<file path="src/rtl/game_sequencer.sv">
// game_sequencer: central game-state controller for the dinosaur runner.
//   IDLE -> ARMED on a START rising edge, ARMED -> RUN on the next frame
//   boundary (vsync falling edge), RUN -> OVER on collision, and
//   OVER -> ARMED on START once the game-over screen has been held long
//   enough. Owns the BCD score, high score and scroll speed.
// Ports:
//   CLK, RESET   system clock, synchronous active-high reset
//   START        start button level (active-high)
//   collision    dino/cactus pixel overlap level, sampled every CLK
//   vs           VGA vsync (active-low), asynchronous, synchronised here
//   game_status  1 while running
//   game_over    1 while in the game-over state
//   speed        scroll speed for Ground/Cactus
//   score_bcd    current score, 4 BCD digits
//   high_bcd     best score since reset, 4 BCD digits
//   frame_tick   one-CLK pulse per synchronised vsync falling edge
module game_sequencer #(
    parameter int         SCORE_TICK_FRAMES = 6,
    parameter int         SPEED_STEP        = 100,
    parameter logic [3:0] SPEED_INIT        = 4'd4,
    parameter logic [3:0] SPEED_MAX         = 4'd12,
    parameter int         OVER_HOLD_FRAMES  = 60
) (
    input  logic        CLK,
    input  logic        RESET,
    input  logic        START,
    input  logic        collision,
    input  logic        vs,
    output logic        game_status,
    output logic        game_over,
    output logic [3:0]  speed,
    output logic [15:0] score_bcd,
    output logic [15:0] high_bcd,
    output logic        frame_tick
);

    localparam int FW = $clog2(SCORE_TICK_FRAMES + 1);
    localparam int SW = $clog2(SPEED_STEP + 1);
    localparam int HW = $clog2(OVER_HOLD_FRAMES + 1);

    localparam logic [FW-1:0] FRAME_LAST = FW'(SCORE_TICK_FRAMES - 1);
    localparam logic [SW-1:0] STEP_LAST  = SW'(SPEED_STEP - 1);
    localparam logic [HW-1:0] HOLD_MAX   = HW'(OVER_HOLD_FRAMES);

    typedef enum logic [1:0] {
        IDLE  = 2'd0,
        ARMED = 2'd1,
        RUN   = 2'd2,
        OVER  = 2'd3
    } state_t;

    state_t        state;
    logic [FW-1:0] frame_cnt;
    logic [SW-1:0] step_cnt;
    logic [HW-1:0] hold_cnt;

    // Synchronisers and edge detectors for the asynchronous inputs.
    logic vs_s1, vs_s2, vs_prev;
    logic st_s1, st_s2, st_prev;
    logic start_edge;

    // BCD +1 with per-digit carry, saturating at 9999.
    function automatic logic [15:0] bcd_inc(input logic [15:0] v);
        logic [15:0] r;
        logic        c;
        r = v;
        c = 1'b1;
        if (v == 16'h9999) return v;
        for (int i = 0; i < 4; i++) begin
            if (c) begin
                if (v[i*4 +: 4] == 4'd9) begin
                    r[i*4 +: 4] = 4'd0;
                end else begin
                    r[i*4 +: 4] = v[i*4 +: 4] + 4'd1;
                    c = 1'b0;
                end
            end
        end
        return r;
    endfunction

    always_ff @(posedge CLK) begin
        if (RESET) begin
            vs_s1      <= 1'b0;
            vs_s2      <= 1'b0;
            vs_prev    <= 1'b0;
            st_s1      <= 1'b0;
            st_s2      <= 1'b0;
            st_prev    <= 1'b0;
            frame_tick <= 1'b0;
            start_edge <= 1'b0;
        end else begin
            vs_s1      <= vs;
            vs_s2      <= vs_s1;
            vs_prev    <= vs_s2;
            frame_tick <= vs_prev & ~vs_s2;
            st_s1      <= START;
            st_s2      <= st_s1;
            st_prev    <= st_s2;
            start_edge <= st_s2 & ~st_prev;
        end
    end

    always_ff @(posedge CLK) begin
        if (RESET) begin
            state       <= IDLE;
            game_status <= 1'b0;
            game_over   <= 1'b0;
            speed       <= SPEED_INIT;
            score_bcd   <= 16'h0000;
            high_bcd    <= 16'h0000;
            frame_cnt   <= '0;
            step_cnt    <= '0;
            hold_cnt    <= '0;
        end else begin
            case (state)
                IDLE: begin
                    game_status <= 1'b0;
                    game_over   <= 1'b0;
                    if (start_edge) state <= ARMED;
                end

                // Launch only on a frame boundary so the first frame of a
                // game is always a whole one.
                ARMED: begin
                    game_over <= 1'b0;
                    if (frame_tick) begin
                        state       <= RUN;
                        game_status <= 1'b1;
                        score_bcd   <= 16'h0000;
                        speed       <= SPEED_INIT;
                        frame_cnt   <= '0;
                        step_cnt    <= '0;
                    end
                end

                RUN: begin
                    // Collision takes priority: the frame that ends the game
                    // never scores.
                    if (collision) begin
                        state       <= OVER;
                        game_status <= 1'b0;
                        game_over   <= 1'b1;
                        hold_cnt    <= '0;
                        if (score_bcd > high_bcd) high_bcd <= score_bcd;
                    end else if (frame_tick) begin
                        if (frame_cnt == FRAME_LAST) begin
                            frame_cnt <= '0;
                            score_bcd <= bcd_inc(score_bcd);
                            if (step_cnt == STEP_LAST) begin
                                step_cnt <= '0;
                                if (speed < SPEED_MAX) speed <= speed + 4'd1;
                            end else begin
                                step_cnt <= step_cnt + 1'b1;
                            end
                        end else begin
                            frame_cnt <= frame_cnt + 1'b1;
                        end
                    end
                end

                OVER: begin
                    if (start_edge && hold_cnt == HOLD_MAX) begin
                        state     <= ARMED;
                        game_over <= 1'b0;
                        hold_cnt  <= '0;
                    end else if (frame_tick && hold_cnt != HOLD_MAX) begin
                        hold_cnt <= hold_cnt + 1'b1;
                    end
                end

                default: begin
                    state       <= IDLE;
                    game_status <= 1'b0;
                    game_over   <= 1'b0;
                end
            endcase
        end
    end

endmodule

</file>
<file path="config.mk">
export PLATFORM = sky130hd
export DESIGN_NAME = game_sequencer
export DESIGN_NICKNAME = d
export VERILOG_FILES = /design/src/rtl/game_sequencer.sv
export SDC_FILE = /design/constraint.sdc
export NUM_CORES = 1
export LEC_CHECK = 0
export CAP_MARGIN = 20
export CORE_AREA = 2 2 123 125
export CTS_CLUSTER_DIAMETER = 30
export DETAILED_ROUTE_END_ITERATION = 6
export DIE_AREA = 0 0 125 127
export PLACE_DENSITY = 0.45
export SKIP_CTS_REPAIR_TIMING = 1
export SKIP_LAST_GASP = 1
export SLEW_MARGIN = 40
export SYNTH_ARGS = -nofsm -noshare
export SYNTH_HDL_FRONTEND = slang
export SYNTH_SLANG_ARGS = --single-unit
</file>
<file path="constraint.sdc">
create_clock -name CLK -period 2.6 [get_ports CLK]
set_input_delay 0.65 -clock CLK [delete_from_list [all_inputs] [get_ports CLK]]
set_output_delay 0.65 -clock CLK [all_outputs]
set_load 0.01 [all_outputs]
</file>
; ---- After elaboration in Yosys (flattened, before gate mapping)
; Index checks and enable logic that the tools add are counted.
[totals]
regBits = 64
input_bits = 5
output_inout_bits = 39
word_cells = 154
[op_classes]
addsub = 8
order_cmp = 2
eq_ne = 26
muxes = 75
bitwise = 4
n_reduce_logical = 19
[ops]
columns = cell, count
row1 = $mux W16, 5
row2 = $mux W4, 13
row3 = $mux W7, 5
row4 = $mux W1, 33
row5 = $pmux W16 S2, 1
row6 = $reduce_and A7 Y1, 4
row7 = $add A4 B1 Y4 const B, 5
row8 = $mux W6, 3
row9 = $ne A2 B2 Y1 const B, 9
row10 = $eq A16 B16 Y1 const B, 1
row11 = $eq A4 B4 Y1 const B, 4
row12 = $gt A16 B16 Y1, 1
row13 = $ne A3 B3 Y1 const B, 5
row14 = $pmux W7 S2, 1
row15 = $mux W3, 4
row16 = $pmux W6 S2, 1
row17 = $reduce_and A3 Y1, 3
row18 = $mux W2, 4
row19 = $pmux W2 S4, 1
row20 = $pmux W4 S2, 1
row21 = $reduce_and A4 Y1, 2
row22 = $add A7 B1 Y7 const B, 1
row23 = $eq A7 B7 Y1 const B, 1
row24 = $add A6 B1 Y6 const B, 1
row25 = other kinds (19), 25

; ---- Depth between registers and ports, before layout
; Gate-level depths: netlist of the first run.
[depth]
word_depth = 33
depth_mapped = 10
depth_no_buf = 7

; ---- Least setup slack after synthesis of the first run
; No wires, ideal clock.
[synth_timing]
kind = register to register
startpoint = register high_bcd[7]
endpoint = register high_bcd[8]
setup_time_ps = 59
arrival_ps = 2095
t_required_ps = 2541
path_slack_ps = 446
stages_incl_launch_ff = 9
n_path_buf = 1
synth_period_minus_slack_ps = 2154
path_cell_list = dfxtp_1 inv_1 ha_1 a211o_1 a31oi_1 o21ai_0 o41ai_2 buf_2 a22o_1
[synth_between]
elab_chain_cells = 2
[synth_lines]
columns = element, line
row1 = start: declaration, 33  ; output logic [15:0] high_bcd,
row2 = start signal: assignment, 145  ; if (score_bcd > high_bcd) high_bcd <= score_bcd;
row3 = $gt A16 B16 Y1, 145
row4 = $reduce_and A3 Y1 (no line), --
; Every way passes these cells.
; A chain may end at the register's enable or synchronous reset.

; ---- Worst setup path after layout of the first run
[layout_timing]
startpoint = register high_bcd[14]
endpoint = register high_bcd[1]
; The elaborated chain is that of the path after synthesis.

==> out/qor.csv, run 1 <==
metric,value,unit
run status,finished clean,
"Seq/Total Area, Yosys",36.0,%
"leading cell types in the layout, fill and taps excluded","dfxtp_1, clkdlybuf4s50_1, ha_1",
Skew-Pair Late Insertion Delay,0.33,ns
register-to-register setup slack,0.33,ns
Synthesis Warnings,0,
count of flip-flops with a built-in enable after synthesis,0,
GRT Residual Overflow,0,
post-route setup TNS,0,ns
area overhead of the layout relative to synthesis,28.6,%
RSZ-0062 raised after global routing,false,
DR DRC count,0,
number of placed cells counting well taps,632,
"count of placed standard cells in the final layout, fillers left out",648,
transition time of the tightest slew-check pin,0.517,ns
clock period minus final worst setup slack,2.27,ns
number of buffers inserted during clock tree synthesis,9,
Rel. slew slack,65.1,%
routed via count,3072,
CP max stage cell,dfxtp_1,
"critical path, cell by cell",inv_1 -> ha_1 -> nand4_1 -> nor3_1 -> o21ai_0 -> a311oi_2 -> buf_4 -> a22o_1,
Antenna Violating Nets Remaining,0,
unique cell type count in the Yosys netlist,59,
CTS H-tree depth,3,
static leakage,1.78,nW
initial core utilization,24.7,%
fin crit share,87.3,%
Reg2Reg Launch Point,high_bcd[14],
arrival time at the worst endpoint,2.55,ns
standard-cell row count,44,
clock buffer depth,2,
I/O pin count,44,
slowest cell delay on critical path,0.37,ns
post-route cell area,4570,um2
routed length per placed instance,13.9,um
CP Capture Type,register,
Synth top area share,36.0,%
final routed wirelength across all metal layers,9020,um
number of storage elements in the synthesis netlist,64,
number of diodes,0,
achievable frequency,0.441,GHz
routability cong.,0.785,
buffer cell driving the clock tree root,clkbuf_16,
Mapped Area,3560,um2
crit path launch type,register,
first-pass detailed-route iteration total,4,
core footprint,14400,um2
NumNets Final,498,
worst hold endpoint,start_edge,
most used flip-flop cell after synthesis,dfxtp_1,
path type of the worst setup path,register to register,
depth of the worst register-to-register path,8,
dpl hpwl,6650,um
endpoint of the worst register-to-register path,high_bcd[1],
worst min-delay path startpoint,st_prev,
number of pins with negative max-slew slack in the final report,0,
register clock-pin slew on the reported worst setup and hold paths,0.06,ns
mean post-synth cell area,8.89,um2
GRT Resource Usage Total,11.8,%
Avg Vias per Cell,4.74,
"Net Count, Synth",439,
Final Skew,0.00650,ns
full die area,15900,um2
area after detailed placement,4300,um2
largest net degree at the start of global routing,25,
worst IR drop on VDD,436,uV
global-route wire length before repair,15400,um
biggest area contributors in the synthesized netlist,"dfxtp_1, ha_1, a22o_1, a21oi_1, inv_1",
top cell type by total area after synthesis,dfxtp_1,
worst-path maximum fanout,14,
kind of path behind the tightest hold check,register to register,
number of standard cells after synthesis,400,
clock tree from TritonCTS,built,
Final Hold Vio Count,0,
iteration-0 DRC count of the detailed router,219,
final setup vio count,0,
die span in x,125,um
async set-reset flop share out of synthesis,0,%
number of max-cap violations,0,
CTS sink cnt,64,
via count of the first global-routing pass,2964,
initial antenna violation count,0,
count of input and output buffers,43,
Power per Cell Area,686,nW/um2
most frequent standard cell in the layout excluding fill and tap cells,dfxtp_1,
Die Height,127,um
Critical Path RT,2.88,ns
layout cell share with drive strength beyond 1,9.91,%
Worst Hold Depth,1,
cells in the mapped netlist, types with 8 or more instances:
master,instances
nor2b_1,11
nand3_1,10
inv_1,30
o31ai_1,8
nand4_1,16
or4_1,8
a21oi_1,26
clkbuf_1,8
a22o_1,15
nand2_1,22
o21ai_0,18
dfxtp_1,64
ha_1,34
a21o_1,8
nor2_1,23
kinds of logic after synthesis:
family | Yosys count | share of synthesized area (%)
flip-flops | 64 | 36.0
AND/OR/NAND/NOR | 137 | 21.9
multiplexers | 7 | 2.04
adder cells (fa/ha/maj) | 34 | 12.0
buffers and inverters | 46 | 5.24
XOR/XNOR | 11 | 2.71
AO/OA/AOI/OAI | 101 | 20.1
report_power, final:
group          total (W)  switching (W)  internal [W]
combinational   0.000953       0.000578      0.000374
clock            0.00109       0.000429      0.000664
sequential       0.00109      0.0000601       0.00103
registers in the layout, summed over array words and instances (netlist names):
register,cells
frame_tick,1
score_bcd,16
step_cnt,7
st_s2,1
vs_s1,1
vs_prev,1
vs_s2,1
state,2
speed,4
st_s1,1
high_bcd,16
frame_cnt,3
game_status,1
game_over,1
hold_cnt,6
st_prev,1
start_edge,1
metrics by stage:
stage / setup WS (ns) / total power [W] / util, % / hold WS (ns)
2_1_floorplan: 0.446 / 0.00174 / - / 0.367
3_3_place_gp: 0.204 / 0.00203 / 29.8 / 0.372
3_5_place_dp: 0.174 / 0.00205 / 29.8 / 0.382
4_1_cts: 0.293 / 0.00317 / 31.6 / 0.389
5_1_grt: 0.134 / 0.00335 / 31.7 / 0.404
6_report: 0.330 / 0.00314 / 31.7 / 0.384
worst max-delay path by stage:
stage,startpoint,to,slack (ns),depth (start not counted)
after floorplan,high_bcd[7],high_bcd[8],0.45,8
after global placement,collision,hold_cnt[5],0.20,6
after detailed placement,collision,score_bcd[10],0.17,6
after CTS,high_bcd[14],high_bcd[1],0.29,8
after global routing,high_bcd[15],high_bcd[1],0.13,8
final,high_bcd[14],high_bcd[1],0.33,8
worst max-delay path: cells and delay by family, from the launching register on:
family / cells / cell delay [ns]
compound gates: 3 / 0.67
simple gates: 2 / 0.58
flops: 1 / 0.37
buf+inv: 2 / 0.30
fa+ha+maj: 1 / 0.29
metal layers:
metal  up-vias  global-route usage, %  share of wire [%]
li1       1580                      -                  -
met1      1434                   16.0                 51
met2        49                   18.4                 44
met3         9                   3.31                3.5
met4         0                   3.66               0.99
met5         -                      0                  0
area by class of cell:
class                           instances  area, um2
Clock buffer                           12        246
Tap cell                              184        230
Fill cell                            1525       9850
Multi-Input combinational cell        290       2100
Timing Repair Buffer                   63        581
Inverter                               31        116
Sequential cell                        64       1280
Clock inverter                          4       20.0
(Power assumes the default switching activity.)
==> inputs of run 2 (changes only) <==
--- a/config.mk
+++ b/config.mk
@@ -10,10 +10,11 @@
 export CTS_CLUSTER_DIAMETER = 30
 export DETAILED_ROUTE_END_ITERATION = 6
 export DIE_AREA = 0 0 125 127
+export MAX_ROUTING_LAYER = met4
 export PLACE_DENSITY = 0.45
 export SKIP_CTS_REPAIR_TIMING = 1
 export SKIP_LAST_GASP = 1
-export SLEW_MARGIN = 40
+export SLEW_MARGIN = 20
 export SYNTH_ARGS = -nofsm -noshare
 export SYNTH_HDL_FRONTEND = slang
 export SYNTH_SLANG_ARGS = --single-unit
==> run 2 against run 1 <==
  * Cell area unchanged
  * Critical path depth unchanged
  * Register-to-register slack about the same
  * Fmax up 0.28%
  * Wire length about the same
  * Sequential cell count unchanged
  * First-iteration DRC count down 14%
  * Power about the same
  * Worst setup slack better by 0.0064 ns
  * Clock skew up 0.00079 ns
  * Utilization unchanged
  * Via count unchanged
  * Critical endpoint unchanged
==> out/qor.csv, run 2 (synthesis results as in run 1) <==
metric,value,unit
achievable frequency,0.442,GHz
clock period minus final worst setup slack,2.26,ns
area overhead of the layout relative to synthesis,28.6,%
initial antenna violation count,0,
registers with the highest flip-flop counts,"high_bcd x16, score_bcd x16, step_cnt x7",
worst-path maximum fanout,14,
endpoint of the worst register-to-register path,high_bcd[1],
Final Skew,0.00729,ns
post-placement worst setup slack,0.174,ns
run status,finished clean,
"leading cell types in the layout, fill and taps excluded","dfxtp_1, clkdlybuf4s50_1, ha_1",
first-pass detailed-route iteration total,4,
final routed wirelength across all metal layers,9030,um
full die area,15900,um2
number of placed cells counting well taps,632,
NumNets Final,498,
area taken by flip-flops and latches,1280,um2
routability cong.,0.796,
Critical Path RT,2.88,ns
static leakage,1.78,nW
layout cell share with drive strength beyond 1,9.91,%
DR DRC count,0,
Power per Cell Area,686,nW/um2
CTS H-tree depth,3,
crit path launch type,register,
routed length per placed instance,13.9,um
transition time of the tightest slew-check pin,0.517,ns
"count of placed standard cells in the final layout, fillers left out",648,
path type of the worst setup path,register to register,
most frequent standard cell in the layout excluding fill and tap cells,dfxtp_1,
clock buffer depth,2,
CTS sink cnt,64,
clock tree from TritonCTS,built,
buffer cell driving the clock tree root,clkbuf_16,
fin crit share,87.1,%
die span in x,125,um
Skew-Pair Late Insertion Delay,0.33,ns
arrival time at the worst endpoint,2.54,ns
number of pins with negative max-slew slack in the final report,0,
post-route setup TNS,0,ns
CP Capture Type,register,
core footprint,14400,um2
iteration-0 DRC count of the detailed router,188,
multi-input gate area in the final layout,2100,um2
Final Hold Vio Count,0,
Worst Hold Depth,1,
register-to-register setup slack,0.34,ns
count of input and output buffers,43,
Rel. slew slack,65.1,%
number of diodes,0,
I/O pin count,44,
global-route wire length before repair,15400,um
number of buffers inserted during clock tree synthesis,9,
dpl hpwl,6650,um
fillcell total,1525,
number of max-cap violations,0,
worst hold endpoint,start_edge,
standard-cell row count,44,
minimum setup slack in the final design,0.336,ns
Die Height,127,um
kind of path behind the tightest hold check,register to register,
final setup vio count,0,
Antenna Violating Nets Remaining,0,
register clock-pin slew on the reported worst setup and hold paths,0.06,ns
via count of the first global-routing pass,2982,
initial core utilization,24.7,%
RSZ-0062 raised after global routing,false,
routed via count,3072,
worst IR drop on VDD,435,uV
GRT Resource Usage Total,12.2,%
largest net degree at the start of global routing,25,
Avg Vias per Cell,4.74,
Reg2Reg Launch Point,high_bcd[14],
depth of the worst register-to-register path,8,
worst min-delay path startpoint,st_prev,
GRT Residual Overflow,0,
## run 2: area by class of cell
| type | count | share of cell area [%] |
|---|---|---|
| multi-input cells | 290 | 45.9 |
| flip-flops and latches | 64 | 28.0 |
| repair buffers | 63 | 12.7 |
| clock buffers | 12 | 5.39 |
| well taps | 184 | 5.03 |
| inverters | 31 | 2.54 |
| clock inverters | 4 | 0.438 |
## run 2: through the flow
| stage | utilization, % | total power [W] | cell area [um2] | hold slack, ns |
|---|---|---|---|---|
| global route | 31.7 | 0.00335 | 4570 | 0.404 |
| CTS | 31.6 | 0.00317 | 4560 | 0.389 |
| floorplan | - | 0.00174 | 3560 | 0.367 |
| detailed placement | 29.8 | 0.00205 | 4300 | 0.382 |
| global placement | 29.8 | 0.00203 | 4300 | 0.372 |
| finish | 31.7 | 0.00314 | 4570 | 0.383 |
## run 2: layer usage
layer | GRT usage [%] | wire, um
met5 | - | 0
met4 | 3.86 | 110
met3 | 3.10 | 294
met2 | 18.4 | 3950
met1 | 16.2 | 4670
## run 2: power breakdown
| group | internal, W | switching (W) |
|---|---|---|
| clock | 0.000664 | 0.000427 |
| sequential | 0.00103 | 0.0000610 |
| combinational | 0.000374 | 0.000579 |
## run 2: worst max-delay path by stage
stage	start	end	slack (ns)	cells past startpoint
2_1_floorplan	high_bcd[7]	high_bcd[8]	0.45	8
3_3_place_gp	collision	hold_cnt[5]	0.20	6
3_5_place_dp	collision	score_bcd[10]	0.17	6
4_1_cts	high_bcd[14]	high_bcd[1]	0.29	8
5_1_grt	high_bcd[15]	high_bcd[1]	0.13	8
6_report	high_bcd[14]	high_bcd[1]	0.34	8
## run 2: critical path: stages, from the launching register on
cell	delay [ns]
dfxtp_1	0.37
inv_1	0.06
ha_1	0.29
nand4_1	0.25
nor3_1	0.32
o21ai_0	0.24
a311oi_2	0.28
buf_4	0.24
a22o_1	0.15
